--- config.mk ---
export PLATFORM = sky130hd
export DESIGN_NAME = vrf_read_ctrl
export DESIGN_NICKNAME = d
export VERILOG_FILES = /design/src/rtl/vrf_pkg.sv /design/src/rtl/vrf_rd_fifo.sv /design/src/rtl/vrf_read_ctrl.sv
export SDC_FILE = /design/constraint.sdc
export NUM_CORES = 1
export LEC_CHECK = 0
export CAP_MARGIN = 10
export CORE_MARGIN = 5
export CORE_UTILIZATION = 38
export CTS_CLUSTER_DIAMETER = 50
export DETAILED_ROUTE_END_ITERATION = 12
export SLEW_MARGIN = 25
export SYNTH_ARGS = -nofsm -noshare
export SYNTH_HDL_FRONTEND = slang
export SYNTH_SLANG_ARGS = --single-unit
--- constraint.sdc ---
create_clock -name clk -period 2.3 [get_ports clk]
set_input_delay 0.23 -clock clk [delete_from_list [all_inputs] [get_ports clk]]
set_output_delay 0.23 -clock clk [all_outputs]
set_load 0.01 [all_outputs]
--- src/rtl/vrf_pkg.sv ---
// Shared types and configuration checks for the VRF read-port controller.
// The optional stride feature is selected by VRF_RD_CTRL_STRIDE_EN (see vrf_read_ctrl).
package vrf_pkg;

   localparam int unsigned VRF_MEM_DEPTH = 512;
   localparam int unsigned VRF_AW        = $clog2(VRF_MEM_DEPTH);

   typedef logic [VRF_AW-1:0] vrf_addr_t;

   typedef enum logic [1:0] {
      RD_IDLE,
      RD_ISSUE,
      RD_DRAIN
   } vrf_rd_state_e;

   // The FIFO must absorb every read that can be in flight when the consumer stalls.
   function automatic bit vrf_rd_cfg_ok(input int unsigned fifo_depth,
                                        input int unsigned read_latency);
      return (read_latency >= 1) && (read_latency <= 8) &&
             (fifo_depth >= read_latency + 1);
   endfunction

endpackage

--- src/rtl/vrf_rd_fifo.sv ---
// First-word-fall-through FIFO for returned {last, data} words.
// The output reads as zero while the FIFO is empty.
module vrf_rd_fifo
   import vrf_pkg::*;
#(
   parameter  int unsigned DW    = 33,
   parameter  int unsigned DEPTH = 4,
   localparam int unsigned CW    = $clog2(DEPTH + 1)
) (
   input  logic          clk,
   input  logic          rstn,
   input  logic          push_i,
   input  logic [DW-1:0] din_i,
   input  logic          pop_i,
   output logic [DW-1:0] dout_o,
   output logic          valid_o,
   output logic [CW-1:0] count_o
);

   localparam int unsigned PW = (DEPTH > 1) ? $clog2(DEPTH) : 1;

   logic [DW-1:0] mem [DEPTH];
   logic [PW-1:0] wp_q;
   logic [PW-1:0] rp_q;

   function automatic logic [PW-1:0] next_ptr(input logic [PW-1:0] p);
      return (p == PW'(DEPTH - 1)) ? '0 : p + 1'b1;
   endfunction

   always_ff @(posedge clk) begin
      if (!rstn) begin
         wp_q    <= '0;
         rp_q    <= '0;
         count_o <= '0;
      end else begin
         if (push_i) wp_q <= next_ptr(wp_q);
         if (pop_i)  rp_q <= next_ptr(rp_q);
         count_o <= count_o + CW'(push_i) - CW'(pop_i);
      end
   end

   always_ff @(posedge clk) begin
      if (push_i) mem[wp_q] <= din_i;
   end

   assign valid_o = (count_o != '0);
   assign dout_o  = valid_o ? mem[rp_q] : '0;

endmodule

--- src/rtl/vrf_read_ctrl.sv ---
// Operand fetch engine for one VRF read port: issues element reads, tracks the
// read latency and buffers returned words. Define VRF_RD_CTRL_STRIDE_EN for strided access.
module vrf_read_ctrl
   import vrf_pkg::*;
#(
   parameter  int unsigned MEM_DEPTH    = 512,
   parameter  int unsigned MEM_WIDTH    = 32,
   parameter  int unsigned READ_LATENCY = 3,
   parameter  int unsigned FIFO_DEPTH   = 4,
   parameter  int unsigned LEN_W        = 10,
   localparam int unsigned AW           = $clog2(MEM_DEPTH)
) (
   input  logic                 clk,
   input  logic                 rstn,
   input  logic                 start_i,
   input  logic [AW-1:0]        base_addr_i,
`ifdef VRF_RD_CTRL_STRIDE_EN
   input  logic [AW-1:0]        stride_i,
`endif
   input  logic [LEN_W-1:0]     len_i,
   output logic                 busy_o,
   output logic                 done_o,
   output logic [AW-1:0]        raddr_o,
   output logic                 ren_o,
   output logic                 oreg_en_o,
   input  logic [MEM_WIDTH-1:0] rdata_i,
   output logic [MEM_WIDTH-1:0] data_o,
   output logic                 valid_o,
   input  logic                 ready_i,
   output logic                 last_o
);

   localparam int unsigned FCW   = $clog2(FIFO_DEPTH + 1);
   localparam int unsigned CNT_W = $clog2(FIFO_DEPTH + READ_LATENCY + 2) + 1;

   if (!vrf_rd_cfg_ok(FIFO_DEPTH, READ_LATENCY)) begin : g_bad_cfg
      $error("vrf_read_ctrl: need 1 <= READ_LATENCY <= 8 and FIFO_DEPTH >= READ_LATENCY+1");
   end

   logic [AW-1:0] stride_in;
`ifdef VRF_RD_CTRL_STRIDE_EN
   assign stride_in = stride_i;
`else
   assign stride_in = AW'(1);
`endif

   vrf_rd_state_e state_q, state_d;

   logic [LEN_W-1:0]        len_q;
   logic [LEN_W-1:0]        idx_q;
   logic [AW-1:0]           acc_q;
   logic [AW-1:0]           stride_q;
   logic                    ren_last_q;
   logic [READ_LATENCY-1:0] pv_q;
   logic [READ_LATENCY-1:0] pl_q;

   logic            issue;
   logic            issue_last;
   logic [AW-1:0]   issue_addr;
   logic            done_d;
   logic            credit;
   logic [CNT_W-1:0] inflight;
   logic [FCW-1:0]  fifo_count;
   logic            fifo_last;
   logic            pop;

   always_comb begin
      inflight = CNT_W'(ren_o);
      for (int unsigned i = 0; i < READ_LATENCY; i++) begin
         inflight = inflight + CNT_W'(pv_q[i]);
      end
   end

   assign credit = (CNT_W'(fifo_count) + inflight) < CNT_W'(FIFO_DEPTH);
   assign pop    = valid_o & ready_i;

   // Element 0 is issued straight from IDLE so ren_o follows start_i by one cycle.
   always_comb begin
      state_d    = state_q;
      issue      = 1'b0;
      issue_last = 1'b0;
      issue_addr = acc_q;
      done_d     = 1'b0;
      case (state_q)
         RD_IDLE: begin
            issue_addr = base_addr_i;
            issue_last = (len_i == LEN_W'(1));
            if (start_i) begin
               if (len_i == '0) begin
                  done_d = 1'b1;
               end else begin
                  issue   = 1'b1;
                  state_d = (len_i == LEN_W'(1)) ? RD_DRAIN : RD_ISSUE;
               end
            end
         end
         RD_ISSUE: begin
            issue_last = (idx_q == len_q - LEN_W'(1));
            if (credit) begin
               issue = 1'b1;
               if (issue_last) state_d = RD_DRAIN;
            end
         end
         RD_DRAIN: begin
            if (pop && fifo_last) begin
               done_d  = 1'b1;
               state_d = RD_IDLE;
            end
         end
         default: state_d = RD_IDLE;
      endcase
   end

   always_ff @(posedge clk) begin
      if (!rstn) state_q <= RD_IDLE;
      else       state_q <= state_d;
   end

   always_ff @(posedge clk) begin
      if (!rstn) begin
         ren_o      <= 1'b0;
         ren_last_q <= 1'b0;
         raddr_o    <= '0;
         done_o     <= 1'b0;
         len_q      <= '0;
         idx_q      <= '0;
         acc_q      <= '0;
         stride_q   <= '0;
      end else begin
         ren_o      <= issue;
         ren_last_q <= issue & issue_last;
         done_o     <= done_d;
         if (issue) raddr_o <= issue_addr;
         if (state_q == RD_IDLE && start_i) begin
            len_q    <= len_i;
            stride_q <= stride_in;
            acc_q    <= base_addr_i + stride_in;
            idx_q    <= LEN_W'(1);
         end else if (state_q == RD_ISSUE && issue) begin
            acc_q <= acc_q + stride_q;
            idx_q <= idx_q + 1'b1;
         end
      end
   end

   // pv_q[k] marks a read issued k+1 cycles ago; the tail lines up with rdata_i.
   always_ff @(posedge clk) begin
      if (!rstn) begin
         pv_q <= '0;
         pl_q <= '0;
      end else begin
         pv_q[0] <= ren_o;
         pl_q[0] <= ren_last_q;
         for (int unsigned i = 1; i < READ_LATENCY; i++) begin
            pv_q[i] <= pv_q[i-1];
            pl_q[i] <= pl_q[i-1];
         end
      end
   end

   if (READ_LATENCY == 1) begin : g_oreg_direct
      assign oreg_en_o = ren_o;
   end else begin : g_oreg_pipe
      assign oreg_en_o = pv_q[READ_LATENCY-2];
   end

   vrf_rd_fifo #(
      .DW    (MEM_WIDTH + 1),
      .DEPTH (FIFO_DEPTH)
   ) u_fifo (
      .clk     (clk),
      .rstn    (rstn),
      .push_i  (pv_q[READ_LATENCY-1]),
      .din_i   ({pl_q[READ_LATENCY-1], rdata_i}),
      .pop_i   (pop),
      .dout_o  ({fifo_last, data_o}),
      .valid_o (valid_o),
      .count_o (fifo_count)
   );

   assign last_o = fifo_last;
   assign busy_o = (state_q != RD_IDLE);

endmodule

==> impl_metrics.ini <==
[outcome]
outcome = finished, violations left
violations = negative setup slack

[timing]
final.setup.worst_slack_ns = -0.3509
setup_viol = 30
clock_skew_ns = 0.01662
timing.hold.ws_ns = 0.3915
slew_viol_final = 0
clock.fmax_mhz = 377.2
max_slew.worst_pin.slew_ns = 0.5192
post-route-min-period_ns = 2.651
slew_headroom = 0.6538
finalHoldViolCount = 0
fin_crit_sh = 1.153
fin_setup_tns_ns = -6.252
rsz0062_at_grt = yes

[drt]
routedWlPerCell_um = 17.36
wirelength_mm = 17.31
drt_first_pass_iters = 5
drc = 0
drtIter0Drc = 222
vias_per_cell = 5.054
num_vias = 5039
detail-route-antenna-nets = 0

[power_and_ir_drop]
leakagePower_uw = 0.003706
sw_frac_of_total = 0.2842
power_switching_uw = 2647
seqPwrFrac = 0.419
totalPowerFinal_uw = 9314
pwr-share-comb = 0.288
cellPowerDensity_nw_per_um2 = 888.6
ir_drop_v = 0.0005072
p_int_uw = 6667
power_frac_clock = 0.293

[clock_network]
clock-sinks = 191
path_clk_slew_ns = 0.07
insertion_delay_ns = 0.43
cts_max_path_buffers = 2
cts-root-buf = clkbuf_16
numCtsBuffers = 17
hold_buffers = 0
htree_num_levels = 4
cts_tree = built

[worst_setup_path]
crit_start = ren_o$_SDFF_PN0_
cp_num_buf_inv = 1
start_kind = register
worstPathCellList = fa_1, ha_1, a21o_1, a2111oi_4, buf_4, and3_4, nand4_1, mux2_2, a211oi_2
crit-reg2reg-launch = ren_o$_SDFF_PN0_
slowest_stage = fa_1
cp.arrival_ns = 2.99
worstSetupPathType = register to register
critPathRequiredTime_ns = 2.64
crit_path_max_incr_delay_ns = 0.54
critPathMaxFanout = 2
end_kind = register
cp_top_family = adder cells

[yosys]
synth_fp_nets = 636
synth_async_sr_flop_share = 0
synth_edf_count = 132
netlist_area_um2 = 7974
yosysWarnings = 0
seq_area_frac_synth = 0.6452
synth_seq_cells = 191
ys_types = 54
avgSynthCellArea_um2 = 14.11
synth-main-ff-cell = edfxtp_1
synth_cells = 565

[die]
dieArea_um2 = 23980
num_rows = 53
pin_count = 102
dieHeight_um = 154.9
core-area_um2 = 20820
die_w_um = 154.9
start_util = 0.3829

[placed_design]
dp_hpwl_mm = 11.20
placedCellCount = 945
place_area_um2 = 9513
place_congestion = 0.7588
io_buffers = 101

[grt]
grt_pass1_vias = 5305
grt_pass1_wl_mm = 27.66
grt_start_max_net_pins = 36
overflow = 0
grt_use_total = 0.1457
antenna_found_initial = 0

[final_layout]
finalInstanceArea_um2 = 10480
layout-drive-gt1-share = 0.2521
n_fill_cell = 1814
area_growth_pct = 31.45
n_antenna_cell = 0
nets = 780
fin_cells = 997

[worst_hold_path]
hold_path_class = primary input to register
hold_path.startpoint = len_i[8]

[job]
cap_violations = 0
## synth_stat cells (all sizes together), types with 2 or more instances
library cell	n	area share
edfxtp	132	0.50
dfxtp	59	0.15
nand2	56	0.026
and2	47	0.037
nor2	37	0.017
mux4	33	0.093
a21oi	20	0.013
clkbuf	18	0.0085
xor2	18	0.020
xnor2	16	0.018
ha	14	0.022
o21ai	13	0.0082
inv	11	0.0052
nand3	11	0.0069
a311oi	9	0.0099
and3	8	0.0066
nor3	7	0.0044
buf	5	0.0031
nand4	4	0.0031
or3	4	0.0033
a211oi	3	0.0028
a22oi	3	0.0035
a31oi	3	0.0024
mux2i	3	0.0038
nor3b	3	0.0028
a2111oi	2	0.0046
fa	2	0.0050
o211ai	2	0.0019
or4	2	0.0019
## final timing paths
| path | to | slack [ns] | depth (start not counted) |
|---|---|---|---|
| worst max-delay path | acc_q[6]$_SDFFE_PN0P_ | -0.35 | 9 |
| worst min-delay path | len_q[8]$_SDFFE_PN0P_ | 0.39 | 3 |
| worst max register to register | acc_q[6]$_SDFFE_PN0P_ | -0.35 | 9 |
| worst min register to register | pl_q[0]$_SDFF_PN0_ | 0.43 | 1 |
## tightest hold or removal path, delay by kind of cell
kind	cells	cell delay, ns
buf+inv	1	0.42
compound gates	1	0.05
simple gates	1	0.06
## metrics by stage
step                      setup slack, ns  utilization
final                             -0.3509       0.5034
after floorplan                   -0.1551            -
after global placement            -0.2604       0.4569
after CTS                         -0.3534       0.4953
after global routing              -0.4243       0.5034
after detailed placement          -0.3337       0.4569
## state kept, by name (all words and copies together) (netlist names), 3 cells and up, named ones only
signal          count
u_fifo.mem        132
idx_q              10
len_q              10
acc_q               9
raddr_o             9
pl_q                3
pv_q                3
u_fifo.count_o      3
## metal layers
layer / vias to the layer above / track usage / wire (µm)
li1: 2396 / - / -
met5: - / 0 / 0
met1: 2518 / 0.1829 / 7413
met2: 116 / 0.2566 / 8962
met4: 0 / 0.03364 / 93
met3: 9 / 0.03394 / 837
## repair_timing
item / 4_1_cts / 5_1_grt
setup buffers: 12 / 6
pin swaps: 14 / 10
setup endpoints to repair: 61 / 49
cloned: 4 / 1
resized for setup: 94 / 45
## kinds of logic (layout without fill, tap and decap cells)
logic type,Yosys count,count (layout),share of synthesized area
adder cells (fa/ha/maj),16,16,0.02699
flip-flops,191,191,0.6452
multiplexers,37,37,0.09838
buffers and inverters,36,193,0.01867
AO/OA/AOI/OAI,64,64,0.05555
XOR/XNOR,34,34,0.03734
AND/OR/NAND/NOR,187,187,0.1178
## cell type report
type	instances	area, µm²	area share
sequential	191	5156	0.4919
tap	275	344.1	0.03283
timing repair buffer	149	1505	0.1436
multi-input combinational	338	2879	0.2747
clock inverter	15	125.1	0.01194
clock buffer	17	425.4	0.04059
inverter	12	46.29	0.004417
## layout by cell type, fill, tap and decap left out, types with 8 or more instances in the layout
master           instances
buf_4                   28
dfxtp_1                 52
buf_6                   10
a21oi_1                 20
and2_1                  38
ha_1                    14
xnor2_1                 15
nor2_1                  27
inv_1                   11
clkdlybuf4s15_1          8
clkdlybuf4s50_1         68
xor2_1                  17
nand2_1                 50
edfxtp_1               132
nand3_1                  8
mux4_2                  33
o21ai_0                 10
dlygate4sd2_1           17
clkbuf_16               18
## power groups by stage
stage	Sequential, µW	Combinational [µW]	Clock (µW)
global route	3920	2930	2950
global placement	3950	2550	0
CTS	3880	2610	2800
finish	3900	2690	2730
floorplan	3940	1320	0
detailed placement	3960	2580	0
No activity file was read; power rests on OpenSTA's default activity.
